[src/rtl/cpu_pkg.sv]
// Shared core definitions: ISA opcodes, datapath widths, bubble encoding and
// the fetch FSM state encoding.
package cpu_pkg;

  localparam int CPU_PC_W    = 16;
  localparam int CPU_INSTR_W = 16;

  localparam logic [3:0] OP_ADD  = 4'h0;
  localparam logic [3:0] OP_SUB  = 4'h1;
  localparam logic [3:0] OP_AND  = 4'h2;
  localparam logic [3:0] OP_OR   = 4'h3;
  localparam logic [3:0] OP_XOR  = 4'h4;
  localparam logic [3:0] OP_SLL  = 4'h5;
  localparam logic [3:0] OP_SRL  = 4'h6;
  localparam logic [3:0] OP_ADDI = 4'h7;
  localparam logic [3:0] OP_LW   = 4'h8;
  localparam logic [3:0] OP_SW   = 4'h9;
  localparam logic [3:0] OP_BEQ  = 4'hA;
  localparam logic [3:0] OP_BNE  = 4'hB;
  localparam logic [3:0] OP_JAL  = 4'hC;
  localparam logic [3:0] OP_JR   = 4'hD;
  localparam logic [3:0] OP_LUI  = 4'hE;
  localparam logic [3:0] OP_HLT  = 4'hF;

  localparam logic [CPU_INSTR_W-1:0] BUBBLE_INSTR = 16'h0000;

  typedef enum logic [0:0] {
    FS_RUN    = 1'b0,
    FS_HALTED = 1'b1
  } fetch_state_e;

endpackage

[src/rtl/if_id_reg.sv]
// Generic pipeline register with hold and flush; flush wins over hold and
// clears instruction/valid while leaving the PC field untouched.
module if_id_reg #(
  parameter int INSTR_W = 16,
  parameter int PC_W    = 16
) (
  input  logic               clk,
  input  logic               rst_n,
  input  logic               hold_i,
  input  logic               flush_i,
  input  logic [INSTR_W-1:0] instr_i,
  input  logic [PC_W-1:0]    pc_i,
  input  logic               valid_i,
  output logic [INSTR_W-1:0] instr_o,
  output logic [PC_W-1:0]    pc_o,
  output logic               valid_o
);

  logic [INSTR_W-1:0] instr_q;
  logic [PC_W-1:0]    pc_q;
  logic               valid_q;

  always_ff @(posedge clk or negedge rst_n) begin
    if (!rst_n) begin
      instr_q <= '0;
      pc_q    <= '0;
      valid_q <= 1'b0;
    end else if (flush_i) begin
      instr_q <= '0;
      valid_q <= 1'b0;
    end else if (!hold_i) begin
      instr_q <= instr_i;
      pc_q    <= pc_i;
      valid_q <= valid_i;
    end
  end

  assign instr_o = instr_q;
  assign pc_o    = pc_q;
  assign valid_o = valid_q;

endmodule

[src/rtl/instr_fetch.sv]
// Fetch stage: PC register, run/halt FSM and IF/ID register.
// Optional IF_PERF_CNT_EN adds saturating fetch/bubble counters.
module instr_fetch
  import cpu_pkg::*;
#(
  parameter int              PC_W     = CPU_PC_W,
  parameter int              INSTR_W  = CPU_INSTR_W,
  parameter logic [PC_W-1:0] RESET_PC = '0
) (
  input  logic               clk,
  input  logic               rst_n,
  input  logic               stall,
  input  logic               redirect,
  input  logic [PC_W-1:0]    redirect_pc,
  output logic [PC_W-1:0]    imem_addr,
  input  logic [INSTR_W-1:0] imem_instr,
  output logic [INSTR_W-1:0] id_instr,
  output logic [PC_W-1:0]    id_pc,
  output logic               id_valid,
`ifdef IF_PERF_CNT_EN
  output logic [31:0]        fetch_cnt,
  output logic [31:0]        bubble_cnt,
`endif
  output logic               fetch_halted
);

  localparam logic [PC_W-1:0] PC_ONE = {{(PC_W-1){1'b0}}, 1'b1};

  fetch_state_e    state_q, state_d;
  logic [PC_W-1:0] pc_q, pc_d;
  logic [PC_W-1:0] pc_plus1;
  logic            is_hlt;
  logic            load_valid;
  logic            load_bubble;

  assign pc_plus1  = pc_q + PC_ONE;
  assign is_hlt    = (imem_instr[INSTR_W-1 -: 4] == OP_HLT);
  assign imem_addr = pc_q;

  always_ff @(posedge clk or negedge rst_n) begin
    if (!rst_n) begin
      state_q <= FS_RUN;
      pc_q    <= RESET_PC;
    end else begin
      state_q <= state_d;
      pc_q    <= pc_d;
    end
  end

  always_comb begin
    state_d = state_q;
    if (redirect)
      state_d = FS_RUN;
    else if (!stall && state_q == FS_RUN && is_hlt)
      state_d = FS_HALTED;
  end

  // Priority: redirect > stall > halt > normal
  always_comb begin
    fetch_halted = (state_q == FS_HALTED);
    load_valid   = !redirect && !stall && (state_q == FS_RUN);
    load_bubble  = redirect || (!stall && state_q == FS_HALTED);
    pc_d         = pc_q;
    if (redirect)
      pc_d = redirect_pc;
    else if (load_valid && !is_hlt)
      pc_d = pc_plus1;
  end

  if_id_reg #(
    .INSTR_W (INSTR_W),
    .PC_W    (PC_W)
  ) u_if_id (
    .clk     (clk),
    .rst_n   (rst_n),
    .hold_i  (stall),
    .flush_i (load_bubble),
    .instr_i (imem_instr),
    .pc_i    (pc_plus1),
    .valid_i (1'b1),
    .instr_o (id_instr),
    .pc_o    (id_pc),
    .valid_o (id_valid)
  );

`ifdef IF_PERF_CNT_EN
  logic [31:0] fetch_cnt_q, bubble_cnt_q;

  function automatic logic [31:0] sat_inc(input logic [31:0] v);
    return (&v) ? v : v + 32'd1;
  endfunction

  always_ff @(posedge clk or negedge rst_n) begin
    if (!rst_n) begin
      fetch_cnt_q  <= '0;
      bubble_cnt_q <= '0;
    end else begin
      if (load_valid)  fetch_cnt_q  <= sat_inc(fetch_cnt_q);
      if (load_bubble) bubble_cnt_q <= sat_inc(bubble_cnt_q);
    end
  end

  assign fetch_cnt  = fetch_cnt_q;
  assign bubble_cnt = bubble_cnt_q;
`endif

endmodule

[config.mk]
export PLATFORM = sky130hd
export DESIGN_NAME = instr_fetch
export DESIGN_NICKNAME = d
export VERILOG_FILES = /design/src/rtl/cpu_pkg.sv /design/src/rtl/if_id_reg.sv /design/src/rtl/instr_fetch.sv
export SDC_FILE = /design/constraint.sdc
export NUM_CORES = 1
export LEC_CHECK = 0
export CELL_PAD_IN_SITES_DETAIL_PLACEMENT = 0
export CELL_PAD_IN_SITES_GLOBAL_PLACEMENT = 1
export CORE_MARGIN = 5
export CORE_UTILIZATION = 36
export CTS_CLUSTER_SIZE = 20
export DETAILED_ROUTE_END_ITERATION = 8
export HOLD_SLACK_MARGIN = 0.06
export PLACE_DENSITY_LB_ADDON = 0.3
export REMOVE_ABC_BUFFERS = 1
export SLEW_MARGIN = 40
export SYNTH_ARGS = -nofsm -noshare
export SYNTH_HDL_FRONTEND = slang
export SYNTH_SLANG_ARGS = --single-unit
[constraint.sdc]
create_clock -name clk -period 2.7 [get_ports clk]
set_input_delay 0.405 -clock clk [delete_from_list [all_inputs] [get_ports clk]]
set_output_delay 0.405 -clock clk [all_outputs]
set_load 0.05 [all_outputs]
Word level (Yosys, flattened, before mapping)
Cells that the tools add are included.

storage, ports and cells
  bits in registers = 50
  input bits = 36
  output and inout port bits = 50

cells by class
  $add $sub $neg = 1
  equal/unequal tests = 2
  mux-type cells = 8
  bitwise operators = 3
  reduce and logical (&&, ||, !) cells = 13

operator list
  cell                                                   number
  2-to-1 mux 16 bit                                      4
  adder 16 x 1 -> 16 bit, second input constant          1
  logical AND 1 bit                                      6
  equality test 4 bit, second input constant             1
  2-to-1 mux 1 bit                                       4
  nonzero test 2 bit                                     2
  zero test 1 bit                                        3
  inverter 1 bit                                         3
  inequality test 2 x 1 -> 1 bit, second input constant  1
  AND reduction 2 bit                                    1
  logical OR 1 bit                                       1

Longest topological paths before layout
  word-level depth = 6
  depth in mapped cells = 5
  depth with buffers taken out = 5

Modules after synthesis
Synthesis repeated with hierarchy kept, for this count alone.

second synthesis, totals
  cell total of the unflattened synthesis = 230
  area, all modules = 2549.9 µm²

modules (own cells, without submodules)
  module       instances  cells an instance  area each (µm²)  sequential area each (µm²)
  if_id_reg    1          89                 1355.0           825.8
  instr_fetch  1          141                1194.9           425.4

Worst setup path after synthesis
Ideal clock, no wire load.

  kind = register -> register
  start = register pc_q[0] (netlist: imem_addr[0])
  end = register pc_q[14] (netlist: imem_addr[14])
  library setup time = 0.082 ns
  arrival = 2.068 ns
  setup slack = 0.550 ns
  stages on the path, launching flop included = 6
  buffers on the path = 0
  period minus slack after synthesis = 2.150 ns
  cells stage by stage = dfrtp_1 -> ha_1 -> nand3_1 -> nand4bb_4 -> or4_1 -> a31oi_1

between the ends
  cells in the longest elaborated chain, start to end = 3

RTL lines
  item                    RTL line           RTL
  start, declared         instr_fetch.sv:30  logic [PC_W-1:0] pc_q, pc_d;
  start signal, assigned  instr_fetch.sv:46  pc_q <= pc_d;
  adder 16 x 1 -> 16 bit  instr_fetch.sv:36  assign pc_plus1 = pc_q + PC_ONE;
  2-to-1 mux 16 bit       instr_fetch.sv:66  else if (load_valid && !is_hlt)
  2-to-1 mux 16 bit       instr_fetch.sv:64  if (redirect)

No other way between the ends. The select of a mux whose other input is x is not followed.
A chain may end at the register's enable or synchronous reset.

Worst setup path after layout
  start = register pc_q[8] (netlist: imem_addr[8])
  end = output port imem_addr[8]

RTL lines
  item           RTL line           RTL
  end, declared  instr_fetch.sv:15  output logic [PC_W-1:0] imem_addr,

No word-level cell between the ends.

==> results by group <==
Floorplan
  • I/O pin cnt: 86
  • Row cnt: 29
  • Die area: 8300 um2
  • Die X-Extent: 91.1 um
  • Die H: 91.1 um
  • Core area: 6390 um2
  • Initial Util: 0.371

Timing
  • Final Hold Fails: 0
  • Setup Skew: 0.00867 ns
  • RSZ-0062 raised after global routing: no
  • Fmax: approximately 470 MHz
  • Slew Viols, Final: 0
  • Final setup vio count: 0
  • Setup TNS Final: 0 ns
  • Final min period: 2.12 ns
  • Slew margin rel.: 0.528
  • Final period util: 0.786
  • Worst Tran Pin Value: 0.705 ns

Clock network
  • Root Driver: clkbuf_8
  • Latest clock arrival within the worst-skew pair: between 0.3 and 0.4 ns
  • CTS tree: built
  • Clock Pin Slew Worst Setup and Hold Paths: approximately 0.1 ns
  • Total CTS buffers: 5
  • CTS sink cnt: 50
  • Post-CTS setup buffers: 0
  • Hold buffer count at cts: 1
  • Htree depth: 2
  • Deepest clock path buffer count: 2
  • Post_cts resized: 0

Yosys
  • Netlist Area Pre-Place: 2370 um2
  • Netlist cell types: 35
  • Synth warn: 0
  • Synthesized flop and latch total: 50
  • Mean Syn Cell Area: 10.5 um2
  • Post-synthesis instance total: 226
  • Sequential area share after synthesis: 0.528

Layout
  • Share of layout cells above drive strength 1: 0.0767
  • Commonest non-fill, non-tap cell in the layout: clkdlybuf4s50_1
  • P&R area growth vs syn: 44.4%
  • Commonest non-fill, non-tap cells in the layout: clkdlybuf4s50_1, dfrtp_1, nand2_1
  • Antenna Diode Count: 0
  • Post-route cell area: 3420 um2
  • Nets: approximately 350

Route
  • Initial DRC count: 82
  • WL/cell: 16.0 um
  • Total routed wirelength: 6230 um
  • DR vias: 2026
  • Pre-antenna DRT Iters: 4
  • Post-DR vias/cell: 5.19
  • Final ANT Viol Nets: 0
  • DRC Markers: 0

Setup path
  • Crit. End Element: output port
  • Slowest stage cell, crit path: clkdlybuf4s50_1
  • CP peak stage delay: 0.87 ns
  • Top delay family on crit path: buffers and inverters
  • Crit-path max FO: 8
  • CP bufs+invs: 1
  • Startpoint types: flip-flop
  • Critical Path RT: around 2.3 ns
  • Critical path class: reg2out
  • WP data arrival: 1.72 ns
  • Crit-path cells: clkdlybuf4s50_1

Global route
  • Vias in the first global route: 2036
  • GRT Residual Overflow: 0
  • Total global-route track usage: 0.153
  • Global-route wire length before repair: 10500 um
  • Antenna violations before repair: 0
  • Pin count of the biggest net entering global routing: 35

Run
  • Max_cap viols: 0

Run status
  • Status: finished, final reports clean

Power
  • Pwr/cell area: roughly 600 nW/um2
  • Leak: between 1 and 1.5 nW
  • Total Power: roughly 2.1 mW
  • Peak VDD IR: approximately 270 uV

Placed design
  • IO buf count: 85
  • Post-DP Area: 3310 um2
  • RePlAce Congestion: 0.706
  • DP HPWL: 4470 um

Min path
  • Hold crit path type: reg2reg
[cell families after synthesis]
| logic type | after synthesis | synth area share |
|---|---|---|
| AOI/OAI and AO/OA | 56 | 0.154 |
| xor gates and xnor gates | 20 | 0.0740 |
| adders and majority gates | 1 | 0.00528 |
| buffers and inverters | 15 | 0.0306 |
| DFF | 50 | 0.528 |
| muxes | 1 | 0.00423 |
| and+or+nand+nor | 83 | 0.204 |
[synth_stat cells]
cell           instances  share of area
dfrtp_1               50           0.53
nand2_1               34          0.054
o21ai_0               19          0.040
a22o_1                16          0.059
nor2_1                12          0.019
xor2_1                12          0.044
clkbuf_1              10          0.016
o21ai_1                9          0.019
a31oi_1                8          0.021
xnor2_1                8          0.030
nand3_1                7          0.015
or3_1                  5          0.013
and3_1                 4          0.011
nand4_1                3         0.0079
and4_1                 2         0.0074
inv_1                  2         0.0032
nand4_2                2          0.011
nand4bb_4              2          0.023
nor3_1                 2         0.0042
nor4_1                 2         0.0053
o31ai_1                2         0.0063
or4_1                  2         0.0063
a211o_1                1         0.0037
and2_2                 1         0.0032
buf_4                  1         0.0032
buf_6                  1         0.0048
dlygate4sd1_1          1         0.0037
ha_1                   1         0.0053
mux2i_1                1         0.0042
nand4_4                1         0.0090
nor2_4                 1         0.0048
nor2b_1                1         0.0026
nor3_2                 1         0.0042
o211a_1                1         0.0042
or3b_1                 1         0.0037
[area by class of cell]
class / instances / area [um2]
inverters: 2 / 7.51
repair buffers: 92 / 913
clock inverters: 1 / 8.76
multi-input cells: 161 / 1050
well taps: 77 / 96.3
clock buffers: 7 / 96.3
flip-flops and latches: 50 / 1250
fillers: 592 / 2970
[tightest hold or removal path: stages (launching register included)]
cell,delay (ns)
dfrtp_1,0.35
nand2_1,0.04
o21ai_0,0.06
[metal layers]
layer / vias up / routed length (um) / GRT usage
met5: - / 0 / 0
met4: 0 / 53 / 0.0293
met3: 6 / 364 / 0.0380
met2: 78 / 2580 / 0.221
met1: 960 / 3230 / 0.234
li1: 982 / - / -
[path summary, 6_finish.rpt]
check	depth (start not counted)	from	end	slack [ns]
min	2	u_if_id.pc_o[3]	u_if_id.pc_o[3]	0.49
max	1	imem_addr[8]	imem_addr[8]	0.58
min reg2reg	2	u_if_id.pc_o[3]	u_if_id.pc_o[3]	0.49
max in group asynchronous	3	rst_n	u_if_id.instr_o[13]	1.35
max reg2reg	5	imem_addr[0]	imem_addr[14]	0.62
min in group asynchronous	2	rst_n	imem_addr[8]	0.56
[power by group]
part           total [mW]  switching (mW)  internal, mW
logic               0.697           0.441         0.256
clock network       0.491           0.256         0.235
registers           0.903          0.0751         0.827
[through the flow]
stage               hold WS [ns]  instances  utilization  setup slack (ns)
global placement           0.350        381        0.517             0.411
floorplan                  0.109        213            -             0.550
finish                     0.486        390        0.536             0.579
detailed placement         0.355        381        0.518             0.480
global route               0.512        390        0.536             0.467
CTS                        0.491        390        0.536             0.571
[state kept, by name, indices dropped and copies added (netlist names)]
name / flops
fetch_halted: 1
imem_addr: 16
u_if_id.instr_o: 16
u_if_id.pc_o: 16
u_if_id.valid_o: 1
(Power assumes the default switching activity.)
